File: config.mk
export PLATFORM = sky130hd
export DESIGN_NAME = multi_tick_divider
export DESIGN_NICKNAME = d
export VERILOG_FILES = /design/src/rtl/multi_tick_divider_pkg.sv /design/src/rtl/tick_channel.sv /design/src/rtl/multi_tick_divider.sv
export SDC_FILE = /design/constraint.sdc
export NUM_CORES = 1
export LEC_CHECK = 0
export CAP_MARGIN = 20
export CORE_MARGIN = 2
export CORE_UTILIZATION = 45
export CTS_CLUSTER_DIAMETER = 150
export DETAILED_ROUTE_END_ITERATION = 8
export PLACE_DENSITY = 0.59
export SLEW_MARGIN = 5
export SYNTH_ARGS = -nofsm -noshare
export SYNTH_HDL_FRONTEND = slang
export SYNTH_SLANG_ARGS = --single-unit
File: constraint.sdc
create_clock -name clk -period 3.41 [get_ports clk]
set_input_delay 0.8525 -clock clk [delete_from_list [all_inputs] [get_ports clk]]
set_output_delay 0.8525 -clock clk [all_outputs]
set_load 0.01 [all_outputs]
File: src/rtl/multi_tick_divider_pkg.sv
`default_nettype none
// ============================================================================
//  Module   : tick_pkg
//  Purpose  : Shared types and helpers for multi_tick_divider and its
//             per-channel counters.
//             - ch_state_e    : channel FSM states (IDLE, RUN)
//             - c_min_sel_w   : narrowest legal channel-select width
//             - cfg_ch_width(): channel-select width for a channel count
//             - sat_div()     : maps a programmed divisor of 0 to 1
//  Revision : 1.0  initial release
// ============================================================================
package tick_pkg;

  typedef enum logic [0:0] {
    IDLE = 1'b0,
    RUN  = 1'b1
  } ch_state_e;

  // A single-channel build still needs a one-bit select port.
  localparam int unsigned c_min_sel_w = 1;

  function automatic int unsigned cfg_ch_width(input int unsigned num_ch);
    return (num_ch > 1) ? $clog2(num_ch) : c_min_sel_w;
  endfunction

  // A divisor of 0 has no meaning; treat it as "pulse on every base tick".
  function automatic logic [31:0] sat_div(input logic [31:0] div);
    return (div == 32'd0) ? 32'd1 : div;
  endfunction

endpackage : tick_pkg
`default_nettype wire

File: src/rtl/tick_channel.sv
`default_nettype none
// ============================================================================
//  Module   : tick_channel
//  Purpose  : One programmable divider channel. Counts base ticks while in
//             RUN and emits a one-cycle pulse every `div` ticks, either
//             periodically or once (one-shot, then back to IDLE).
//  Ports    : clk, reset        clock / synchronous active-high reset
//             i_base_tick       one-cycle prescaler tick
//             i_start, i_stop   (re)start / stop strobes, stop has priority
//             i_cfg_we          write strobe for this channel's config
//             i_cfg_div         divisor (0 is stored as 1)
//             i_cfg_oneshot     1 = one-shot, 0 = periodic
//             o_pulse           registered one-cycle output pulse
//             o_active          channel is in RUN
//  Revision : 1.0  initial release
// ============================================================================
module tick_channel
  import tick_pkg::*;
#(
  parameter int unsigned CH_WIDTH    = 16,
  parameter int unsigned DEFAULT_DIV = 1
) (
  input  logic                clk,
  input  logic                reset,
  input  logic                i_base_tick,
  input  logic                i_start,
  input  logic                i_stop,
  input  logic                i_cfg_we,
  input  logic [CH_WIDTH-1:0] i_cfg_div,
  input  logic                i_cfg_oneshot,
  output logic                o_pulse,
  output logic                o_active
);

  localparam logic [CH_WIDTH-1:0] c_one         = CH_WIDTH'(1);
  localparam logic [CH_WIDTH-1:0] c_default_div = CH_WIDTH'(sat_div(32'(DEFAULT_DIV)));

  ch_state_e           state_q,   state_d;
  logic [CH_WIDTH-1:0] cnt_q,     cnt_d;
  logic [CH_WIDTH-1:0] div_q,     div_d;
  logic                oneshot_q, oneshot_d;
  logic                pulse_q,   pulse_d;

  // ">=" rather than "==" so that shrinking the divisor below the current
  // count fires on the next tick instead of waiting for a counter wrap.
  // div_q is never 0, so div_q - 1 cannot underflow.
  logic w_terminal;
  assign w_terminal = (cnt_q >= (div_q - c_one));

  always_comb begin
    state_d   = state_q;
    cnt_d     = cnt_q;
    div_d     = div_q;
    oneshot_d = oneshot_q;
    pulse_d   = 1'b0;

    // Config lands in the next cycle and is used right away, even in RUN;
    // the running count is deliberately left alone.
    if (i_cfg_we) begin
      div_d     = CH_WIDTH'(sat_div(32'(i_cfg_div)));
      oneshot_d = i_cfg_oneshot;
    end

    if (i_stop) begin
      state_d = IDLE;
      cnt_d   = '0;
    end else if (i_start) begin
      // A base tick in the start cycle is intentionally not counted.
      state_d = RUN;
      cnt_d   = '0;
    end else if ((state_q == RUN) && i_base_tick) begin
      if (w_terminal) begin
        pulse_d = 1'b1;
        cnt_d   = '0;
        if (oneshot_q) begin
          state_d = IDLE;
        end
      end else begin
        cnt_d = cnt_q + c_one;
      end
    end
  end

  always_ff @(posedge clk) begin
    if (reset) begin
      state_q   <= IDLE;
      cnt_q     <= '0;
      div_q     <= c_default_div;
      oneshot_q <= 1'b0;
      pulse_q   <= 1'b0;
    end else begin
      state_q   <= state_d;
      cnt_q     <= cnt_d;
      div_q     <= div_d;
      oneshot_q <= oneshot_d;
      pulse_q   <= pulse_d;
    end
  end

  assign o_pulse  = pulse_q;
  assign o_active = (state_q == RUN);

endmodule : tick_channel
`default_nettype wire

File: src/rtl/multi_tick_divider.sv
`default_nettype none
// ============================================================================
//  Module   : multi_tick_divider
//  Purpose  : Shared prescaler producing a base tick every MAX_COUNT clocks,
//             fanned out to NUM_CH independently programmable divider
//             channels (periodic or one-shot, start/stop controlled).
//  Ports    : clk          system clock
//             reset        synchronous active-high reset
//             enable       prescaler run; low pauses all timing
//             cfg_we       channel config write strobe
//             cfg_ch       channel selected for the write (out of range ignored)
//             cfg_div      divisor (0 is stored as 1)
//             cfg_oneshot  1 = one-shot, 0 = periodic
//             start, stop  per-channel strobes
//             base_tick    one-cycle prescaler tick
//             pulse        per-channel one-cycle output pulses
//             active       per-channel RUN indication
//  Revision : 1.0  initial release
// ============================================================================
module multi_tick_divider
  import tick_pkg::*;
#(
  parameter  int unsigned CTR_WIDTH   = 22,
  parameter  int unsigned MAX_COUNT   = 500000,
  parameter  int unsigned NUM_CH      = 4,
  parameter  int unsigned CH_WIDTH    = 16,
  parameter  int unsigned DEFAULT_DIV = 1,
  localparam int unsigned CH_SEL_W    = cfg_ch_width(NUM_CH)
) (
  input  logic                clk,
  input  logic                reset,
  input  logic                enable,
  input  logic                cfg_we,
  input  logic [CH_SEL_W-1:0] cfg_ch,
  input  logic [CH_WIDTH-1:0] cfg_div,
  input  logic                cfg_oneshot,
  input  logic [NUM_CH-1:0]   start,
  input  logic [NUM_CH-1:0]   stop,
  output logic                base_tick,
  output logic [NUM_CH-1:0]   pulse,
  output logic [NUM_CH-1:0]   active
);

  localparam logic [CTR_WIDTH-1:0] c_last    = CTR_WIDTH'(MAX_COUNT - 1);
  localparam logic [CTR_WIDTH-1:0] c_ctr_one = CTR_WIDTH'(1);

  // --------------------------------------------------------------------------
  // Prescaler. Holding the count while disabled stretches the current period
  // by exactly the paused cycles, so no tick is lost or duplicated.
  // --------------------------------------------------------------------------
  logic [CTR_WIDTH-1:0] count_q, count_d;
  logic                 base_tick_q, base_tick_d;

  always_comb begin
    count_d     = count_q;
    base_tick_d = 1'b0;
    if (enable) begin
      if (count_q == c_last) begin
        count_d     = '0;
        base_tick_d = 1'b1;
      end else begin
        count_d = count_q + c_ctr_one;
      end
    end
  end

  always_ff @(posedge clk) begin
    if (reset) begin
      count_q     <= '0;
      base_tick_q <= 1'b0;
    end else begin
      count_q     <= count_d;
      base_tick_q <= base_tick_d;
    end
  end

  assign base_tick = base_tick_q;

  // --------------------------------------------------------------------------
  // Config decode and channel fan-out. A cfg_ch value with no matching
  // channel simply selects nothing.
  // --------------------------------------------------------------------------
  logic [NUM_CH-1:0] w_ch_we;

  for (genvar i = 0; i < NUM_CH; i++) begin : g_ch
    assign w_ch_we[i] = cfg_we && (cfg_ch == CH_SEL_W'(i));

    tick_channel #(
      .CH_WIDTH    (CH_WIDTH),
      .DEFAULT_DIV (DEFAULT_DIV)
    ) u_ch (
      .clk           (clk),
      .reset         (reset),
      .i_base_tick   (base_tick_q),
      .i_start       (start[i]),
      .i_stop        (stop[i]),
      .i_cfg_we      (w_ch_we[i]),
      .i_cfg_div     (cfg_div),
      .i_cfg_oneshot (cfg_oneshot),
      .o_pulse       (pulse[i]),
      .o_active      (active[i])
    );
  end : g_ch

endmodule : multi_tick_divider
`default_nettype wire

==> run metrics, run 1 <==
vias post-DR 7546; Net Count, Synth around 1200; Final #Nets around 1300; slew margin rel. 53.6%; count leader, synth nand2_1; vias in the first global route about 7100; hold path start g_ch[3].u_ch.oneshot_q; min-delay worst type reg2reg; antenna violations before repair 0; peak fanout along the critical path 16; Avg Cell Area, Syn between 8 and 9 µm²; Worst path max stage delay 0.57 ns; Post-synth ARST share 0%; WL final ~21000 µm; Crit path required time 3.76 ns; Buf/Inv on CP 1; VDD IR max between 0.2 and 0.3 mV; mux share of post-synthesis cell area less than 1%; Top FF cell, synth dfxtp_1; TritonCTS clock tree done; # Max-Cap Violations 0; worst-path cell chain or4_4 > or3_1 > nor4_2 > xnor2_1 > ha_1 > nand4_1 > nor2_1 > a311oi_1 > a31oi_2 > buf_4 > nor3_1; pin count of the biggest net entering global routing 23; worst min-delay path endpoint g_ch[3].u_ch.oneshot_q; Initial Util between 40% and 50%; ratio of cells with drive above 1 in the final layout under 10%; clock sink total between 150 and 200; Seq cells post-synth about 160; full die area between 20000 and 25000 µm²; Post-synth top cells 209 x nand2_1, 163 x dfxtp_1, 93 x a21oi_1; Worst-Skew Late Latency between 0.4 and 0.5 ns; Unique masters post-synth just over 50; sequential share of the synthesized area between 30% and 40%; all-layer global routing usage about a fifth; Post-Synth XOR/XNOR Area between 10% and 20%; Setup crit start kind register; Post-DRT Antenna Nets 0; largest family of logic cells by synthesized area simple AND/OR/NAND/NOR gates; Crit path arrival time 3.49 ns; routed len/inst approximately 15 µm; setup ws final 0.274 ns; adder-cell share of the synthesized area 10.1%; leakage about 3.7 nW; top cells by area, synth dfxtp_1 36%, ha_1 10%, nand2_1 8.6%; top cell type by total area after synthesis dfxtp_1; Post-Syn Instances between 1000 and 1500; die height between 100 and 150 µm; status complete, no violations; fin cells ~1400; DP Wirelength about 15000 µm; final setup vio count 0; critical path type reg2reg; mapped cell area 9080 µm²; antenna fix cells 0; CTS Root Cell clkbuf_16; hold path depth 2; Synth top area share 35.9%; Syn-to-layout area delta 14.8%; clock buffer depth 2; Num CTS Buffers 17; first-pass GRT wire length around 35000 µm; Port Buffers 39; Final Wtd Congestion 0.788; pre-CTS WS ~0.092 ns; critical path capture point type register; Core Area roughly 20000 µm²; DP Cell Count roughly 1400; power consumption 4.30 mW; Post-CTS Setup Inserts 0; Post-route DRC 0; io pins 40; Fin. Hold Viols 0; R2R Path End g_ch[3].u_ch.cnt_q[5]; fin. max-slew vios 0; Overflow after GRT 0; power density cells between 400 and 500 nW/µm²; Critical Path Slowest Stage Cell or4_4; compound-cell area share of the yosys netlist 8.47%; Max Clk Rate 0.319 GHz; fin crit share 92.0%; clock skew around 0.0095 ns; Max H-tree Level 4; CP top delay family simple AND/OR/NAND/NOR gates; Via-to-Cell Ratio approximately 5.3; Clk pin slew, worst setup/hold paths roughly 0.070 ns; Reg-to-Reg Start g_ch[3].u_ch.div_q[6]; r2r setup slk 0.27 ns; drt first-iter violations around 310; Cell Rows ~50; Tmin final around 3.1 ns; Post-synth EDFFs 0; drt pass-1 iters 5; Slew @ Worst Pin slightly below 0.7 ns; die width between 100 and 150 µm; simple-gate share of the synthesized area approximately 29%; Synth Warn # 0; Reg2Reg Depth 11
[stage by stage]
stage	hold slack [ns]	instance area, µm²	TNS (ns)	utilization, %
detailed placement	0.451	9810	0	49.9
floorplan	0.437	9080	0	-
finish	0.460	10400	0	53.1
global route	0.485	10400	-0.0132	53.1
CTS	0.461	10400	0	52.8
global placement	0.445	9810	0	49.9
[metal layers]
layer / routed length (µm) / track usage, %
met1: 10300 / 26.9
met4: 155 / 5.63
met3: 741 / 4.03
met5: 0 / 0
met2: 9620 / 32.7
[sequential cells by signal, summed over array words and instances, names as in the netlist]
signal / flops
g_ch.u_ch.cnt_q: 64
g_ch.u_ch.o_pulse: 4
g_ch.u_ch.o_active: 4
base_tick: 1
count_q: 22
g_ch.u_ch.oneshot_q: 4
g_ch.u_ch.div_q: 64
[logic make-up (layout without fill, tap and decap cells)]
group | after synthesis | count (layout)
XOR/XNOR | 131 | 131
buffers and inverters | 67 | 120
flip-flops | 163 | 163
multiplexers | 5 | 5
AO/OA/AOI/OAI | 135 | 135
AND/OR/NAND/NOR | 535 | 535
adder cells (fa/ha/maj) | 73 | 73
[how the worst max path moves through the flow]
stage	from	end	slack [ns]	cells past startpoint
after global placement	g_ch[2].u_ch.div_q[3]	g_ch[2].u_ch.cnt_q[15]	0.14	11
after detailed placement	g_ch[1].u_ch.div_q[0]	g_ch[1].u_ch.cnt_q[11]	0.09	14
final	g_ch[3].u_ch.div_q[6]	g_ch[3].u_ch.cnt_q[5]	0.27	11
after floorplan	g_ch[1].u_ch.div_q[0]	g_ch[1].u_ch.cnt_q[10]	0.34	14
after global routing	g_ch[2].u_ch.div_q[3]	g_ch[2].u_ch.cnt_q[8]	-0.009	11
after CTS	g_ch[1].u_ch.div_q[0]	g_ch[1].u_ch.cnt_q[1]	0.06	14
[worst min-delay path, cell delays in order, from the launching register on]
cell and delay [ns]:
dfxtp_1 0.31, nand2_1 0.05, a21oi_1 0.05
[placed cells by master, fill, tap and decap left out, types with 5 or more instances in the layout]
cell	netlist	routed
mux2i_1	5	5
nor2_1	77	77
nand2_1	209	209
nand3b_1	5	5
nor2b_1	9	9
clkdlybuf4s50_1	0	38
clkbuf_16	0	17
nor4_1	27	26
clkinvlp_4	0	6
inv_6	0	5
and4_1	7	7
nand4_1	35	35
and3_1	10	10
or3_1	11	11
nor3_1	80	78
nand3_1	34	34
xnor2_1	64	64
inv_1	20	20
ha_1	73	73
dfxtp_1	163	163
a21oi_1	93	93
a31oi_1	5	5
o21ai_0	13	12
xor2_1	67	67
buf_4	10	28
[repair_timing]
| action | in CTS | in global routing |
|---|---|---|
| endpoints found under the hold margin | 0 | 0 |
| gates resized for setup | 0 | 8 |
| hold buffers | 0 | 0 |
| setup endpoints to repair | 0 | 48 |
[report_power, final]
group / internal, mW / leakage [nW] / switching [mW]
clock: 1.05 / 0.265 / 0.818
combinational: 0.198 / 2.15 / 0.258
sequential: 1.94 / 1.32 / 0.0413
total: 3.19 / 3.73 / 1.12
[area by class of cell]
cell class / instances / area (µm²)
inverter: 20 / 75.1
sequential: 163 / 3260
timing repair buffer: 68 / 616
clock buffer: 19 / 453
tap: 265 / 332
clock inverter: 13 / 124
fill: 1887 / 9230
multi-input combinational: 879 / 5570
Note: power is estimated with default switching activity, not from simulation.
==> inputs of run 2 (changes only) <==
--- a/config.mk
+++ b/config.mk
@@ -11,7 +11,9 @@
 export CTS_CLUSTER_DIAMETER = 150
 export DETAILED_ROUTE_END_ITERATION = 8
 export PLACE_DENSITY = 0.59
+export RECOVER_POWER = 25
 export SLEW_MARGIN = 5
 export SYNTH_ARGS = -nofsm -noshare
 export SYNTH_HDL_FRONTEND = slang
+export SYNTH_HIERARCHICAL = 1
 export SYNTH_SLANG_ARGS = --single-unit
==> run metrics, run 2 <==
Tmin final between 3 and 4 ns; Top Registers g_ch.u_ch/cnt_q x64, g_ch.u_ch/div_q x64, count_q x22; Net Sw Power ~1.1 mW; antenna fix cells 0; vias in the first global route slightly above 7000; peak fanout along the critical path 15; part of the power in the clock network approximately 46%; clock skew about 0.0095 ns; Post-synth ARST share 0%; Avg Cell Area, Syn around 8.8 µm²; Seq pwr share between 40 and 50%; sequential share of the synthesized area between 30% and 40%; Slew @ Worst Pin 1.33 ns; Reg-to-Reg Start g_ch[2].u_ch/div_q[2]; Seq cells post-synth 163; Num CTS Buffers 17; Synth top area share between 30% and 40%; fin cells 1378; die height ~150 µm; all-layer global routing usage between 20% and 30%; Post-route DRC 0; Overflow after GRT 0; Crit path required time 3.75 ns; CTS Root Cell clkbuf_16; leakage between 3 and 4 nW; ratio of cells with drive above 1 in the final layout around 8.2%; Initial Util between 40% and 50%; clock buffer depth 2; Post-synth top cells 163 x dfxtp_1, 136 x nor2_1, 97 x nor3_1; antenna violations before repair 0; Syn-to-layout area delta 15.5%; Final #Nets 1201; Max Clk Rate about 0.31 GHz; first-pass GRT wire length 35900 µm; mapped cell area around 9000 µm²; Post-synth EDFFs 0; worst min-delay path endpoint g_ch[2].u_ch/oneshot_q; Hold WS roughly 0.50 ns; hold path start g_ch[2].u_ch/oneshot_q; switching share of power 23.8%; Synth Warn # 6; critical path type reg2reg; power density cells 415 nW/µm²; vias post-DR about 7400; R2R Path End g_ch[2].u_ch/cnt_q[13]; Max H-tree Level 4; drt pass-1 iters 6; Worst-Skew Late Latency approximately 0.43 ns; clock sink total approximately 160; most frequent cells in the layout 163 x dfxtp_1, 135 x nor2_1, 92 x nor3_1, 83 x nand2_1, 73 x ha_1; io pins 40; Post-DRT Antenna Nets 0; Net Count, Synth 1155; Final Wtd Congestion roughly 0.8; post-route cell area about 11000 µm²; top cell type by total area after synthesis dfxtp_1; die width between 100 and 150 µm; DP Cell Count about 1300; r2r setup slk around 0.21 ns; status complete, no violations; hold path depth 2; DP Wirelength around 15000 µm; routed len/inst approximately 15 µm; setup ws final just over 0.2 ns; top cells by area, synth dfxtp_1 35%, ha_1 9.9%, mux2i_1 7.5%; VDD IR max ~0.32 mV; critical path capture point type register; Setup crit start kind register; fin. max-slew vios 0; CTS Hold Bufs 0; Post-Syn Instances about 1100; WL final 21100 µm; min-delay worst type reg2reg; Unique masters post-synth 49; Final Util roughly 53%; pre-CTS WS -0.0808 ns; Combinational Power Share a little under a tenth; Port Buffers 39; Fin. Hold Viols 0; fin crit share between 90 and 100%; Area after DPL around 10000 µm²; # Max-Cap Violations 0; TritonCTS clock tree done; Via-to-Cell Ratio ~5.4; Top FF cell, synth dfxtp_1; full die area between 20000 and 25000 µm²; Crit path arrival time 3.54 ns; commonest non-fill, non-tap cell in the layout dfxtp_1; Core Area between 20000 and 25000 µm²; setup TNS 0 ns; pin count of the biggest net entering global routing 34; P_int approximately 3.4 mW; count leader, synth dfxtp_1; Clk pin slew, worst setup/hold paths 0.06 ns; power consumption 4.44 mW; Cell Rows 52; final setup vio count 0; drt first-iter violations ~330; slew margin rel. between 10% and 20%; Reg2Reg Depth 12
run 2: cell count changes in the layout (fill, tap and decap cells not counted), sizes merged, moves of 6 or more:
cell / previous run / this run
mux2i: 5 / 69
or4: 5 / 11
nand4: 36 / 25
nand2: 209 / 83
buf: 30 / 19
nand3: 34 / 28
xor2: 67 / 56
nor3: 82 / 99
nor2: 79 / 136
clkbuf: 19 / 25
a21oi: 93 / 34
run 2: area by class of cell:
cell class / instances / area [µm²]
Clock buffer: 21 / 460
Tap cell: 270 / 338
Timing Repair Buffer: 61 / 548
Sequential cell: 163 / 3260
Clock inverter: 9 / 154
Fill cell: 1939 / 9540
Inverter: 26 / 97.6
Multi-Input combinational cell: 828 / 5840
run 2: power by group through the flow:
stage	combinational [mW]	clock (mW)	sequential [mW]
after detailed placement	0.418	0	2.02
final	0.426	2.03	1.98
after global routing	0.477	2.16	1.98
after floorplan	0.278	0	2.01
after CTS	0.422	2.08	1.98
after global placement	0.414	0	2.02
run 2: metal layers:
metal  GRT usage (%)  share of wire, %  vias to the layer above  wire length (µm)
met5               0                 0                        -                 0
met1            28.7                51                     3471             10900
met2            31.9                45                      114              9490
li1                -                 -                     3840                 -
met3            4.63               2.9                       21               607
met4            3.85              0.79                        0               167
run 2: cells by family (layout without fill, tap and decap cells):
logic type	after synthesis	count (layout)	synth area share (%)
buffers and inverters	60	117	2.62
muxes	69	69	7.45
adders and majority gates	73	73	9.86
xor gates and xnor gates	125	125	11.8
DFF	163	163	35.2
AOI/OAI and AO/OA	79	79	5.50
and+or+nand+nor	482	482	27.5
run 2: what timing repair did:
item,in CTS,in global routing
setup buffers,0,1
endpoints found under the setup margin,15,66
pin swaps,0,8
resized for setup,1,11
run 2: worst max path at each step:
stage,startpoint,end,cells past startpoint
after floorplan,g_ch[2].u_ch/div_q[2],g_ch[2].u_ch/cnt_q[10],12
after global placement,g_ch[3].u_ch/div_q[3],g_ch[3].u_ch/cnt_q[2],11
after detailed placement,g_ch[3].u_ch/div_q[3],g_ch[3].u_ch/cnt_q[2],11
after CTS,g_ch[2].u_ch/div_q[2],g_ch[2].u_ch/cnt_q[4],12
after global routing,g_ch[3].u_ch/div_q[3],g_ch[3].u_ch/cnt_q[8],12
final,g_ch[2].u_ch/div_q[2],g_ch[2].u_ch/cnt_q[13],12
run 2: worst max-delay path, cell delays in order, from the launching register on:
cell and delay [ns]:
dfxtp_1 0.36, nor4_2 0.33, nand2_1 0.12, or4_4 0.48, nor4_4 0.24, xnor2_1 0.16
ha_1 0.28, nand4_1 0.19, nor2_1 0.09, nor4_2 0.37, a31oi_2 0.13, buf_4 0.21
nor3_1 0.18
==> inputs of run 3 (changes only) <==
--- a/config.mk
+++ b/config.mk
@@ -17,3 +17,4 @@
 export SYNTH_HDL_FRONTEND = slang
 export SYNTH_HIERARCHICAL = 1
 export SYNTH_SLANG_ARGS = --single-unit
+export TNS_END_PERCENT = 50
==> constraint.sdc (replaced) <==
create_clock -name clk -period 3.6 [get_ports clk]
set_input_delay 0.54 -clock clk [delete_from_list [all_inputs] [get_ports clk]]
set_output_delay 0.54 -clock clk [all_outputs]
set_load 0.01 [all_outputs]
==> run metrics, run 3 (synthesis results as in run 2) <==
Num CTS Buffers 17; clock skew ~0.017 ns; vias in the first global route slightly above 7000; antenna fix cells 0; Top Registers g_ch.u_ch/cnt_q x64, g_ch.u_ch/div_q x64, count_q x22; die height between 100 and 150 µm; full die area 21800 µm²; Net Sw Power 1.11 mW; CP most frequent cell nor3_1; Setup crit start kind register; Via-to-Cell Ratio approximately 5.4; Crit path required time a little under 4 ns; part of the power in the clock network between 40% and 50%; DP Wirelength around 15000 µm; Levels on crit path 11; clock buffer depth 2; CTS Hold Bufs 0; Fillers roughly 1900; Crit path arrival time about 3.6 ns; VDD IR max between 0.2 and 0.3 mV; hold path depth 2; leakage approximately 3.7 nW; commonest non-fill, non-tap cell in the layout dfxtp_1; area of the multi-input gates between 5000 and 6000 µm²; Syn-to-layout area delta 13.6%; worst-path cell chain nor4_2 > nand2_1 > or4_4 > nor4_4 > xnor2_1 > ha_1 > nand4_1 > nor3_1 > o311ai_1 > a31oi_4 > nor3_1; WL final approximately 21000 µm; fin cells ~1400; Port Buffers 39; Worst-Skew Late Latency ~0.43 ns; P_int 2.99 mW; Max H-tree Level 4; Slew @ Worst Pin 1.36 ns; die width around 150 µm; all-layer global routing usage slightly above 20%; vias post-DR 7329; clock sink total approximately 160; DP Cell Count 1337; fin crit share between 90 and 100%; drt pass-1 iters 4; final setup vio count 0; peak fanout along the critical path 15; CP top delay family simple AND/OR/NAND/NOR gates; first-pass GRT wire length 35700 µm; slew margin rel. a little under a tenth; setup TNS 0 ns; Area after DPL roughly 9900 µm²; Critical Path Slowest Stage Cell or4_4; ratio of cells with drive above 1 in the final layout approximately 7%; Reg2Reg Depth 11; Overflow after GRT 0; Initial Util between 40% and 50%; switching share of power between 20% and 30%; Worst path max stage delay roughly 0.47 ns; Combinational Power Share roughly a tenth; CTS Root Cell clkbuf_16; Buf/Inv on CP 0; post-route cell area between 10000 and 15000 µm²; pin count of the biggest net entering global routing 29; fin. max-slew vios 0; unrepaired setup endpoints after global routing no; io pins 40; routed len/inst around 15 µm; power density cells 389 nW/µm²; TritonCTS clock tree done; Post-DRT Antenna Nets 0; critical path type reg2reg; Cell Rows 52; Sequential Area ~3300 µm²; Clk pin slew, worst setup/hold paths around 0.07 ns; Final Wtd Congestion between 0.7 and 0.8; drt first-iter violations 391; Core Area 20200 µm²; Final #Nets around 1200; Max Clk Rate around 0.3 GHz; min-delay worst type reg2reg; Post-route DRC 0; Fin. Hold Viols 0; most frequent cells in the layout 163 x dfxtp_1, 135 x nor2_1, 97 x nor3_1, 83 x nand2_1, 73 x ha_1; critical path capture point type register; # Max-Cap Violations 0; antenna violations before repair 0; Seq pwr share a little under half; Tmin final 3.33 ns; status complete, no violations
-- run 3: cell types whose count changed in the layout (fill, tap and decap cells not counted), moves of 3 or more --
| cell | change |
|---|---|
| buf_4 | -8 |
| inv_6 | +5 |
| bufinv_16 | -3 |
| inv_8 | +4 |
| nor4_1 | +3 |
| nor3_1 | +5 |
| clkbuf_1 | -4 |
| nor3_2 | -5 |
-- run 3: power groups by stage --
stage | Combinational, mW | Clock [mW] | Sequential (mW)
2_1_floorplan | 0.264 | 0 | 1.90
3_3_place_gp | 0.383 | 0 | 1.91
3_5_place_dp | 0.387 | 0 | 1.91
4_1_cts | 0.389 | 1.89 | 1.87
5_1_grt | 0.435 | 1.96 | 1.88
6_report | 0.388 | 1.84 | 1.87
-- run 3: area by class of cell --
class                           instances  area share (%)
Sequential cell                       163            31.0
Clock inverter                         15            1.59
Multi-Input combinational cell        828            54.9
Tap cell                              270            3.21
Timing Repair Buffer                   50            4.37
Inverter                               26           0.927
Clock buffer                           17            4.04
-- run 3: timing repair --
item,in CTS,in global routing
buffers inserted,0,0
resized for setup,0,2
setup endpoints to repair,0,25
-- run 3: worst reg2reg max path: cells and delay by family, from the launching register on --
kind	cells	cell delay, ns
compound gates	2	0.69
xor+xnor	1	0.10
fa+ha+maj	1	0.31
flops	1	0.36
simple gates	7	1.70
-- run 3: per-stage QoR --
stage               utilization (%)  setup WS (ns)  hold slack (ns)  power (mW)
floorplan                         -          0.573            0.454        2.17
global placement               49.1          0.135            0.472        2.30
detailed placement             49.1         0.0205            0.485        2.30
CTS                            52.0         0.0183            0.501        4.16
global route                   52.0        0.00132            0.527        4.27
finish                         52.0          0.271            0.495        4.10
-- run 3: path summary, 6_finish.rpt --
check / startpoint / to / slack [ns]
setup / recovery: g_ch[2].u_ch/div_q[2] / g_ch[2].u_ch/cnt_q[15] / 0.27
hold / removal: g_ch[0].u_ch/oneshot_q / g_ch[0].u_ch/oneshot_q / 0.49
setup reg to reg: g_ch[2].u_ch/div_q[2] / g_ch[2].u_ch/cnt_q[15] / 0.27
hold reg to reg: g_ch[0].u_ch/oneshot_q / g_ch[0].u_ch/oneshot_q / 0.49
-- run 3: per-layer routing --
metal  part of all wire (%)  track usage, %  wire length (µm)  vias to the layer above
met3                    3.3            3.86               691                       13
li1                       -               -                 -                     3819
met1                     51            28.8             10600                     3382
met2                     45            32.1              9420                      115
met5                      0               0                 0                        -
met4                   0.71            3.80               149                        0
